File: src/rtl/neuron_pkg.sv
// Shared Q4.4 constants and the MAC sequencer state encoding for the neuron datapath.
package neuron_pkg;

   localparam int DATA_W = 8;
   localparam int FRAC_W = 4;

   localparam logic signed [DATA_W-1:0] Q_MAX = 8'sh7F;
   localparam logic signed [DATA_W-1:0] Q_MIN = 8'sh80;

   typedef enum logic [1:0] {
      IDLE,
      ACCUM,
      FINAL,
      OUT
   } state_t;

endpackage

File: src/rtl/neuron_sat.sv
// Narrows a signed ACC_W-bit Q(.FRAC_W) sum to an 8-bit signed Q4.4 value:
// arithmetic shift (optionally rounded half-up), then saturation to [-128, 127].
module neuron_sat #(
   parameter int ACC_W    = 20,
   parameter int FRAC_W   = 4,
   parameter bit ROUND_EN = 1'b0
) (
   input  logic [ACC_W-1:0] sum,
   output logic [7:0]       z
);
   import neuron_pkg::*;

   localparam logic signed [ACC_W:0] HALF   = (ACC_W+1)'(1) <<< (FRAC_W - 1);
   localparam logic signed [ACC_W:0] SAT_HI = (ACC_W+1)'(Q_MAX);
   localparam logic signed [ACC_W:0] SAT_LO = (ACC_W+1)'(Q_MIN);

   // One guard bit keeps the rounding add from wrapping at the top of the range.
   function automatic logic signed [ACC_W:0] round_shift(input logic signed [ACC_W-1:0] v);
      logic signed [ACC_W:0] t;
      t = (ACC_W+1)'(v);
      if (ROUND_EN) begin
         t = t + HALF;
      end
      return t >>> FRAC_W;
   endfunction

   function automatic logic [7:0] saturate(input logic signed [ACC_W:0] v);
      logic [7:0] r;
      if (v > SAT_HI) begin
         r = Q_MAX;
      end else if (v < SAT_LO) begin
         r = Q_MIN;
      end else begin
         r = v[7:0];
      end
      return r;
   endfunction

   logic signed [ACC_W-1:0] sum_s;

   assign sum_s = sum;
   assign z     = saturate(round_shift(sum_s));

endmodule

File: src/rtl/neuron_mac_z.sv
// Sequential multiply-accumulate producing a neuron pre-activation z = sum(x*w) + b in Q4.4.
// Build option: define NEURON_MAC_ROUND_EN for round-half-up instead of truncation toward -inf.
module neuron_mac_z #(
   parameter int N_INPUTS = 4,
   parameter int FRAC_W   = 4,
   parameter int ACC_W    = 20
) (
   input  logic       clk,
   input  logic       rst,
   input  logic       start,
   input  logic [7:0] bias,
   input  logic       x_valid,
   output logic       x_ready,
   input  logic [7:0] x_data,
   input  logic [7:0] w_data,
   output logic       z_valid,
   input  logic       z_ready,
   output logic [7:0] z_value,
   output logic       busy
);
   import neuron_pkg::*;

`ifdef NEURON_MAC_ROUND_EN
   localparam bit ROUND_EN = 1'b1;
`else
   localparam bit ROUND_EN = 1'b0;
`endif

   localparam int CNT_W = $clog2(N_INPUTS + 1);

   state_t                  state;
   state_t                  state_nxt;
   logic [CNT_W-1:0]        cnt;
   logic signed [ACC_W-1:0] acc;
   logic signed [7:0]       bias_q;
   logic [7:0]              z_q;

   logic signed [7:0]       x_s;
   logic signed [7:0]       w_s;
   logic signed [15:0]      prod_p0;
   logic signed [ACC_W-1:0] prod_ext;
   logic signed [ACC_W-1:0] bias_ext;
   logic signed [ACC_W-1:0] sum_fin;
   logic [7:0]              z_sat;
   logic                    beat;
   logic                    last_beat;

   // Q4.4 x Q4.4 gives a Q8.8 product; the accumulator stays in Q.8.
   assign x_s      = x_data;
   assign w_s      = w_data;
   assign prod_p0  = x_s * w_s;
   assign prod_ext = ACC_W'(prod_p0);

   // Bias is aligned to the accumulator's Q.8 scale before the final add.
   assign bias_ext = ACC_W'(bias_q);
   assign sum_fin  = acc + (bias_ext <<< FRAC_W);

   assign beat      = (state == ACCUM) && x_valid;
   assign last_beat = beat && (cnt == CNT_W'(N_INPUTS - 1));

   neuron_sat #(
      .ACC_W    (ACC_W),
      .FRAC_W   (FRAC_W),
      .ROUND_EN (ROUND_EN)
   ) u_sat (
      .sum (sum_fin),
      .z   (z_sat)
   );

   always_ff @(posedge clk) begin
      if (rst) begin
         state <= IDLE;
      end else begin
         state <= state_nxt;
      end
   end

   always_comb begin
      state_nxt = state;
      x_ready   = 1'b0;
      z_valid   = 1'b0;
      busy      = 1'b1;
      case (state)
         IDLE: begin
            busy = 1'b0;
            if (start) begin
               state_nxt = ACCUM;
            end
         end
         ACCUM: begin
            x_ready = 1'b1;
            if (last_beat) begin
               state_nxt = FINAL;
            end
         end
         FINAL: begin
            state_nxt = OUT;
         end
         OUT: begin
            z_valid = 1'b1;
            if (z_ready) begin
               state_nxt = IDLE;
            end
         end
         default: begin
            state_nxt = IDLE;
         end
      endcase
   end

   always_ff @(posedge clk) begin
      if (rst) begin
         acc    <= '0;
         cnt    <= '0;
         bias_q <= '0;
         z_q    <= '0;
      end else begin
         if ((state == IDLE) && start) begin
            bias_q <= bias;
            acc    <= '0;
            cnt    <= '0;
         end else if (beat) begin
            acc <= acc + prod_ext;
            cnt <= cnt + CNT_W'(1);
         end
         // Result register: written once per evaluation, held through OUT.
         if (state == FINAL) begin
            z_q <= z_sat;
         end
      end
   end

   assign z_value = z_q;

endmodule

File: config.mk
export PLATFORM = sky130hd
export DESIGN_NAME = neuron_mac_z
export DESIGN_NICKNAME = d
export VERILOG_FILES = /design/src/rtl/neuron_pkg.sv /design/src/rtl/neuron_sat.sv /design/src/rtl/neuron_mac_z.sv
export SDC_FILE = /design/constraint.sdc
export NUM_CORES = 1
export LEC_CHECK = 0
export CORE_UTILIZATION = 25
export CTS_CLUSTER_SIZE = 16
export DETAILED_ROUTE_END_ITERATION = 6
export PLACE_DENSITY_LB_ADDON = 0.3
export SYNTH_ARGS = -nofsm -noshare
export SYNTH_HDL_FRONTEND = slang
export SYNTH_SLANG_ARGS = --single-unit
File: constraint.sdc
create_clock -name clk -period 16.7 [get_ports clk]
set_clock_uncertainty 0.1 [all_clocks]
set_input_delay 2.505 -clock clk [delete_from_list [all_inputs] [get_ports clk]]
set_output_delay 2.505 -clock clk [all_outputs]
set_load 0.01 [all_outputs]
* Word level (Yosys, flattened, before mapping)
Index checks and enable logic that the tools add are counted.
** Storage, ports and cells
- Register bits after elaboration :: 41
- Input port bits :: 29
- Output and inout bits :: 11
- Logic and storage cells :: 33
** Operators by class
- $add $sub $neg :: 3
- Multiply operators :: 1
- $lt $le $gt $ge :: 2
- Equality and inequality tests :: 7
- Multiplexer cells :: 9
- Reductions and logical operators :: 6
** Operators with widths (number)
- adder 20 x 12 -> 20 bit :: 1
- adder 20 x 16 -> 20 bit :: 1
- greater-than comparator 16 x 8 -> 1 bit (second input constant) :: 1
- less-than comparator 16 x 8 -> 1 bit (second input constant) :: 1
- multiplier 8 x 8 -> 16 bit :: 1
- two-way mux 8 bit :: 2
- one-hot mux 2 bit (4 select lines) :: 1
- two-way mux 2 bit :: 3
- != test 2 bit (second input constant) :: 3
- == test 2 bit (second input constant) :: 2
- adder 3 x 1 -> 3 bit (second input constant) :: 1
- == test 3 x 2 -> 1 bit (second input constant) :: 1
- logical AND 1 bit :: 3
- two-way mux 1 bit :: 3
- AND reduction 3 bit :: 1
- == test 2 x 1 -> 1 bit (second input constant) :: 1
- logical NOT 2 bit :: 1
- OR reduction 2 bit :: 1

* Logic depth before layout (Yosys ltp)
Gate-level depths: netlist of run 1.
- Depth after elaboration :: 5
- Gate-level depth with buffers :: 20
- Depth with buffers taken out :: 19

* By module
A second synthesis of run 1 with hierarchy kept.
** Unflattened totals
- Cells, all modules :: 681
- Area total of the unflattened synthesis :: 5980.7 µm²
** By module, submodules not included
- neuron_mac_z :: instances 1, cells an instance 658, area an instance 5833.1 µm², seq. area each 820.8 µm²
- neuron_sat :: instances 1, cells an instance 23, area an instance 147.6 µm², seq. area each 0.0 µm²

* Worst setup path after synthesis of run 1
No wires, ideal clock.
- Kind :: input-to-reg
- From :: input w_data[1]
- To :: register acc[19]
- Library setup time :: 70 ps
- Arrival time :: 7369 ps
- Data required time :: 16530 ps
- Setup slack :: 9161 ps
- Stages :: 16
- Buffers on the path :: 1
- Cells stage by stage :: clkbuf_1 > and2_1 > fa_1 > fa_1 > fa_1 > fa_1 > ha_1 > ha_1 > a211oi_1 > o211ai_1 > a31oi_1 > o21ai_1 > o41ai_2 > xnor2_1 > or3_1 > a21oi_1
** Between the ends
- Cells in the longest elaborated chain, start to end :: 2
** RTL lines
- start: declaration :: RTL line neuron_mac_z.sv:15 : input logic [7:0] w_data,
- multiplier 8 x 8 -> 16 bit :: RTL line neuron_mac_z.sv:51 : assign prod_p0 = x_s * w_s;
- adder 20 x 16 -> 20 bit :: RTL line neuron_mac_z.sv:123 : acc <= acc + prod_ext;
- end signal: assignment :: RTL line neuron_mac_z.sv:123
- end: declaration :: RTL line neuron_mac_z.sv:34 : logic signed [ACC_W-1:0] acc;
Every way passes these cells.
A chain may end at the register's enable or synchronous reset.

* Worst setup path after layout of run 1
- From :: input x_data[7]
- To :: register acc[18]
** Between the ends
- Cells in the longest elaborated chain, start to end :: 2
** RTL lines
- start: declaration :: RTL line neuron_mac_z.sv:14 : input logic [7:0] x_data,
- multiplier 8 x 8 -> 16 bit :: RTL line neuron_mac_z.sv:51
- adder 20 x 16 -> 20 bit :: RTL line neuron_mac_z.sv:123
Every way passes these cells.

==> results of run 1 <==
==> synthesized netlist by cell type, types with 5 or more instances <==
library cell | count | area, µm²
a211oi_1 | 9 | 67.6
a21o_1 | 8 | 60.1
a21oi_1 | 41 | 205
and2_1 | 34 | 213
clkbuf_1 | 13 | 48.8
dfxtp_1 | 41 | 821
fa_1 | 89 | 1780
ha_1 | 68 | 851
inv_1 | 102 | 383
nand2_1 | 78 | 293
nand3_1 | 14 | 70.1
nor2_1 | 41 | 154
nor3_1 | 5 | 25.0
o21a_1 | 6 | 45.0
o21ai_0 | 6 | 30.0
o21ai_1 | 6 | 30.0
o32ai_1 | 7 | 61.3
xnor2_1 | 22 | 193
xor2_1 | 12 | 105
==> cell usage in the layout (no fill, tap or decap), types with 5 or more instances in the layout <==
cell and count:
nor3_1 5, xor2_1 12, inv_1 102, o32ai_1 7
clkdlybuf4s50_1 39, a21o_1 8, ha_1 68, nand3_1 14
a211oi_1 9, fa_1 89, nand2_1 78, xnor2_1 22
nor2_1 41, o21ai_1 6, and2_1 34, dfxtp_1 41
a21oi_1 41, o21a_1 6, clkbuf_16 5, o21ai_0 6
==> through the flow <==
stage           util  total power, mW
3_5_place_dp   0.290             1.23
2_1_floorplan      -            0.994
3_3_place_gp   0.290             1.23
4_1_cts        0.298             1.36
6_report       0.298             1.32
5_1_grt        0.298             1.52
==> power groups by stage <==
stage	clock network (mW)	registers [mW]	logic, mW
after detailed placement	0	0.161	1.07
after global placement	0	0.161	1.07
after floorplan	0	0.152	0.842
after CTS	0.121	0.159	1.08
final	0.117	0.157	1.05
after global routing	0.126	0.162	1.23
==> area by class of cell <==
type / instances / area (µm²)
clock buffer: 6 / 139
clock inverter: 2 / 37.5
fill: 2447 / 16100
inverter: 103 / 387
multi-input combinational: 497 / 4640
sequential: 41 / 821
tap: 313 / 392
timing repair buffer: 41 / 405
==> sequential cells by signal, indices dropped and copies added, names as in the netlist <==
register  cells
state         2
bias_q        8
acc          20
cnt           3
z_value       8
==> worst max-delay path: stages <==
cell and delay, ns:
clkdlybuf4s50_1 0.63, and2_1 0.62, inv_1 0.14, fa_1 0.52, inv_1 0.05, fa_1 0.52
fa_1 0.44, fa_1 0.57, fa_1 0.42, ha_1 0.35, a21oi_2 0.20, o21ai_1 0.10
o41a_1 0.40, a41o_1 0.28, o41ai_2 0.23, mux2i_1 0.22, nand2_1 0.06
==> worst paths after layout <==
kind                            startpoint      end  cells after the start
worst max-delay path             x_data[7]  acc[18]                     17
worst max register to register      acc[4]  acc[18]                     19
worst min register to register      acc[2]   acc[2]                      2
worst min-delay path                acc[2]   acc[2]                      2
==> cells by family after synthesis <==
kind of cell,count (synthesis),synth area share
multiplexers,2,0.00339
AO/OA/AOI/OAI,111,0.130
flip-flops,41,0.139
XOR/XNOR,35,0.0551
buffers and inverters,117,0.0746
AND/OR/NAND/NOR,192,0.151
adder cells (fa/ha/maj),157,0.446
==> routing by layer <==
metal  global-route usage  wire [µm]  share of wire  vias to the layer above
li1                     -          -              -                     2194
met1                0.142       5660           0.45                     2115
met2                0.219       6680           0.53                       23
met3               0.0225        235          0.019                        7
met4               0.0140         70         0.0055                        0
met5                    0          0              0                        -
==> results.sh, run 1 <==
export IMPL_status="finished clean"
export IMPL_grt_pass1_wl_mm=22.6
export IMPL_grt_max_degree=28
export IMPL_clock_fmax_mhz=122
export IMPL_ys_ff_latch=41
export IMPL_cts_repair_resized=0
export IMPL_dp_cells=995
export IMPL_fin_crit_ns=8.19
export IMPL_cts_buffers=5
export IMPL_gr_total_overflow=0
export IMPL_p_clk_frac=0.089
export IMPL_yosysSeqAreaShare=0.139
export IMPL_finalSetupViolations=0
export IMPL_wirelength_mm=12.6
export IMPL_vias=4339
export IMPL_cp_data_required_time_ns=16.79
export IMPL_power_leakage_nw=3.09
export IMPL_syn_to_final_growth_pct=15.6
export IMPL_avgSynthCellArea_um2=9.01
export IMPL_synth_main_ff_cell="dfxtp_1"
export IMPL_slew_violations=0
export IMPL_path_max_fanout=13
export IMPL_track_usage=0.117
export IMPL_hold_violations=0
export IMPL_netSwitchingFraction=0.490
export IMPL_diodes=0
export IMPL_rsz0062_at_grt="false"
export IMPL_p_comb_frac=0.793
export IMPL_syn_num_nets=841
export IMPL_drv_cap=0
export IMPL_drc=0
export IMPL_netlist_area_mm2=0.00590
export IMPL_ir_drop_uv=137
export IMPL_gp_congestion=0.785
export IMPL_path_clk_slew_ns=0.06
export IMPL_slew_headroom=0.431
export IMPL_worst_r2r_setup_slack_ns=11.48
export IMPL_rows=55
export IMPL_yosysWarnings=0
export IMPL_p_int_mw=0.675
export IMPL_fin_cells=1003
export IMPL_post_cts_buffers=0
export IMPL_seq_power_share=0.118
export IMPL_antenna_found_initial=0
export IMPL_drt_pass1_iter_count=6
export IMPL_place_area_mm2=0.00664
export IMPL_end_kind="register"
export IMPL_worstMarginPinSlew_ns=0.852
export IMPL_die_area_mm2=0.0242
export IMPL_initial_utilization=0.257
export IMPL_pwr_density_cell_mw_per_mm2=194
export IMPL_hold_path_class="reg -> reg"
export IMPL_place_ws_ns=8.17
export IMPL_avgRoutedWirePerCell_um=12.6
export IMPL_die_width_um=156
export IMPL_ys_async_sr_fraction=0
export IMPL_setup_slack_ns=8.51
export IMPL_fin_crit_sh=0.490
export IMPL_setup_tns_final_ns=0
export IMPL_holdBufCountCts=0
export IMPL_synth_edf_count=0
export IMPL_cts_htree_levels=2
export IMPL_start_kind="input port"
export IMPL_nets=875
export IMPL_path_class="in -> reg"
export IMPL_cts_tree="done"
export IMPL_switching_power_mw=0.648
export IMPL_ios=40
export IMPL_core_mm2=0.0229
export IMPL_ant_nets=0
export IMPL_clock_sinks=41
export IMPL_clk_latency_ns=0.29
export IMPL_stdcell_area_mm2=0.00682
export IMPL_ys_types=50
export IMPL_root_buffer="clkbuf_16"
export IMPL_place_hpwl_mm=10.7
export IMPL_die_h_um=156
export IMPL_drtIter0Drc=136
export IMPL_critPathArrivalTime_ns=8.27
export IMPL_grt_pass1_vias=4627
export IMPL_syn_inst=655
export IMPL_io_buffers=39
export IMPL_drive_above_1_share=0.0319
export IMPL_cts_buffer_depth=2
export IMPL_whs_ns=0.354
export IMPL_avgViaCountPerCell=4.33
Power figures use the tool's default switching activity.
==> run 2, diff against run 1 <==
==> constraint.sdc (replaced) <==
create_clock -name clk -period 7.4 [get_ports clk]
set_clock_uncertainty 0.1 [all_clocks]
set_input_delay 1.11 -clock clk [delete_from_list [all_inputs] [get_ports clk]]
set_output_delay 1.11 -clock clk [all_outputs]
set_load 0.01 [all_outputs]
==> run 2 against run 1 <==
Sequential power grew 120%. First-iteration DRC count grew 4.4%. Cell count grew 0.30%. Power grew 130%. Die area is the same. Largest cell class unchanged. Routed wire length grew 1.4%. Utilization grew 0.098 points. Largest power group unchanged. Hold slack gained 0.0056 ns.
==> results.sh, run 2 (synthesized netlist as in run 1, its figures left out) <==
export IMPL_drtIter0Drc=142
export IMPL_clk_latency_ns=0.29
export IMPL_pwr_density_cell_mw_per_mm2=438
export IMPL_grt_pass1_wl_mm=23.1
export IMPL_reg2reg_from="acc[4]"
export IMPL_slew_violations=0
export IMPL_ios=40
export IMPL_gp_congestion=0.778
export IMPL_clock_fmax_mhz=148
export IMPL_io_buffers=39
export IMPL_cts_repair_resized=0
export IMPL_layout_common_cells="102 x inv_1, 89 x fa_1, 78 x nand2_1, 68 x ha_1"
export IMPL_drv_cap=0
export IMPL_path_max_fanout=12
export IMPL_vias=4417
export IMPL_mostFrequentLayoutCell="inv_1"
export IMPL_avgViaCountPerCell=4.39
export IMPL_cp_data_required_time_ns=7.52
export IMPL_r2r_end="acc[18]"
export IMPL_largest_reg_flops=20
export IMPL_total_power_mw=2.99
export IMPL_gr_total_overflow=0
export IMPL_start_kind="input port"
export IMPL_largest_register="acc"
export IMPL_ir_drop_uv=242
export IMPL_grt_pass1_vias=4752
export IMPL_critPathArrivalTime_ns=6.88
export IMPL_diodes=0
export IMPL_holdBufCountCts=0
export IMPL_fin_crit_sh=0.913
export IMPL_cpPeakStageDelay_ns=0.69
export IMPL_post_cts_buffers=0
export IMPL_ant_nets=0
export IMPL_crit_start="x_data[7]"
export IMPL_end_kind="register"
export IMPL_initial_utilization=0.257
export IMPL_rsz0062_at_grt="false"
export IMPL_drive_above_1_share=0.0361
export IMPL_cts_htree_levels=2
export IMPL_worst_r2r_setup_slack_ns=2.08
export IMPL_wirelength_mm=12.8
export IMPL_finalSetupViolations=0
export IMPL_reg2reg_depth=19
export IMPL_drt_pass1_iter_count=4
export IMPL_antenna_found_initial=0
export IMPL_avgRoutedWirePerCell_um=12.8
export IMPL_cts_buffer_depth=2
export IMPL_rows=55
export IMPL_path_class="in -> reg"
export IMPL_die_width_um=156
export IMPL_grt_max_degree=28
export IMPL_fin_crit_ns=6.76
export IMPL_hold_violations=0
export IMPL_drc=0
export IMPL_clock_sinks=41
export IMPL_power_leakage_nw=3.11
export IMPL_hold_path_class="reg -> reg"
export IMPL_nets=878
export IMPL_status="finished clean"
export IMPL_fillers=2406
export IMPL_slew_headroom=0.430
export IMPL_setup_tns_final_ns=0
export IMPL_die_h_um=156
export IMPL_whs_path_depth=2
export IMPL_cts_tree="done"
export IMPL_root_buffer="clkbuf_16"
export IMPL_die_area_mm2=0.0242
export IMPL_crit_chain="clkdlybuf4s50_1 > and2_1 > fa_1 > fa_1 > fa_1 > fa_1 > ha_1 > ha_1 > a211oi_1 > o211ai_1 > a31oi_1 > o21ai_1 > o41ai_2 > xnor2_1 > or3_1 > a21oi_1"
export IMPL_syn_to_final_growth_pct=16.0
export IMPL_cts_buffers=5
export IMPL_core_mm2=0.0229
export IMPL_place_hpwl_mm=10.8
export IMPL_crit_path_end="acc[19]"
export IMPL_worstMarginPinSlew_ns=0.854
export IMPL_path_common_cell="fa_1"
export IMPL_track_usage=0.119
export IMPL_path_clk_slew_ns=0.06
export IMPL_crit_slowest_cell="and2_1"
## run 2: cell types whose count changed in the layout (fill, tap and decap cells not counted), sizes merged
cell  previous run  this run
buf              2         5
## run 2: worst min path at each step
stage	from	end	slack, ns
6_report	cnt[1]	cnt[1]	0.36
5_1_grt	bias_q[2]	bias_q[2]	0.38
4_1_cts	bias_q[2]	bias_q[2]	0.36
3_5_place_dp	bias_q[2]	bias_q[2]	0.35
3_3_place_gp	acc[2]	acc[2]	0.34
2_1_floorplan	acc[1]	acc[1]	0.34
## run 2: metal layers
metal	vias to the layer above	track usage	share of wire	wire length, µm
met2	37	0.223	0.53	6750
met1	2160	0.146	0.45	5730
li1	2213	-	-	-
met4	0	0.0140	0.0047	60
met5	-	0	0	0
met3	7	0.0186	0.023	293
## run 2: power by group
| part | internal, mW | leakage, nW | total, mW | switching, mW |
|---|---|---|---|---|
| Clock | 0.168 | 0.0831 | 0.260 | 0.0917 |
| Sequential | 0.285 | 0.334 | 0.352 | 0.0669 |
| Combinational | 1.07 | 2.69 | 2.38 | 1.31 |
## run 2: critical path: cells and delay by family
family | cells | cell delay (ns)
xor+xnor | 1 | 0.13
simple gates | 2 | 1.01
buf+inv | 1 | 0.62
fa+ha+maj | 6 | 2.66
compound gates | 6 | 1.35
## run 2: cell type report
type | instances | area (µm²) | area share
tap | 313 | 392 | 0.0572
clock buffer | 6 | 139 | 0.0203
sequential | 41 | 821 | 0.120
timing repair buffer | 44 | 428 | 0.0625
multi-input combinational | 497 | 4640 | 0.678
inverter | 103 | 387 | 0.0565
clock inverter | 2 | 37.5 | 0.00549
## run 2: through the flow
stage          hold WS [ns]  instances  area, µm²   util  setup WS [ns]
2_1_floorplan         0.336        655       5900      -           1.26
3_5_place_dp          0.353        998       6670  0.291          0.375
6_report              0.360       1006       6840  0.299          0.641
4_1_cts               0.362       1006       6840  0.299          0.664
5_1_grt               0.381       1006       6840  0.299          0.253
3_3_place_gp          0.344        998       6670  0.291          0.532
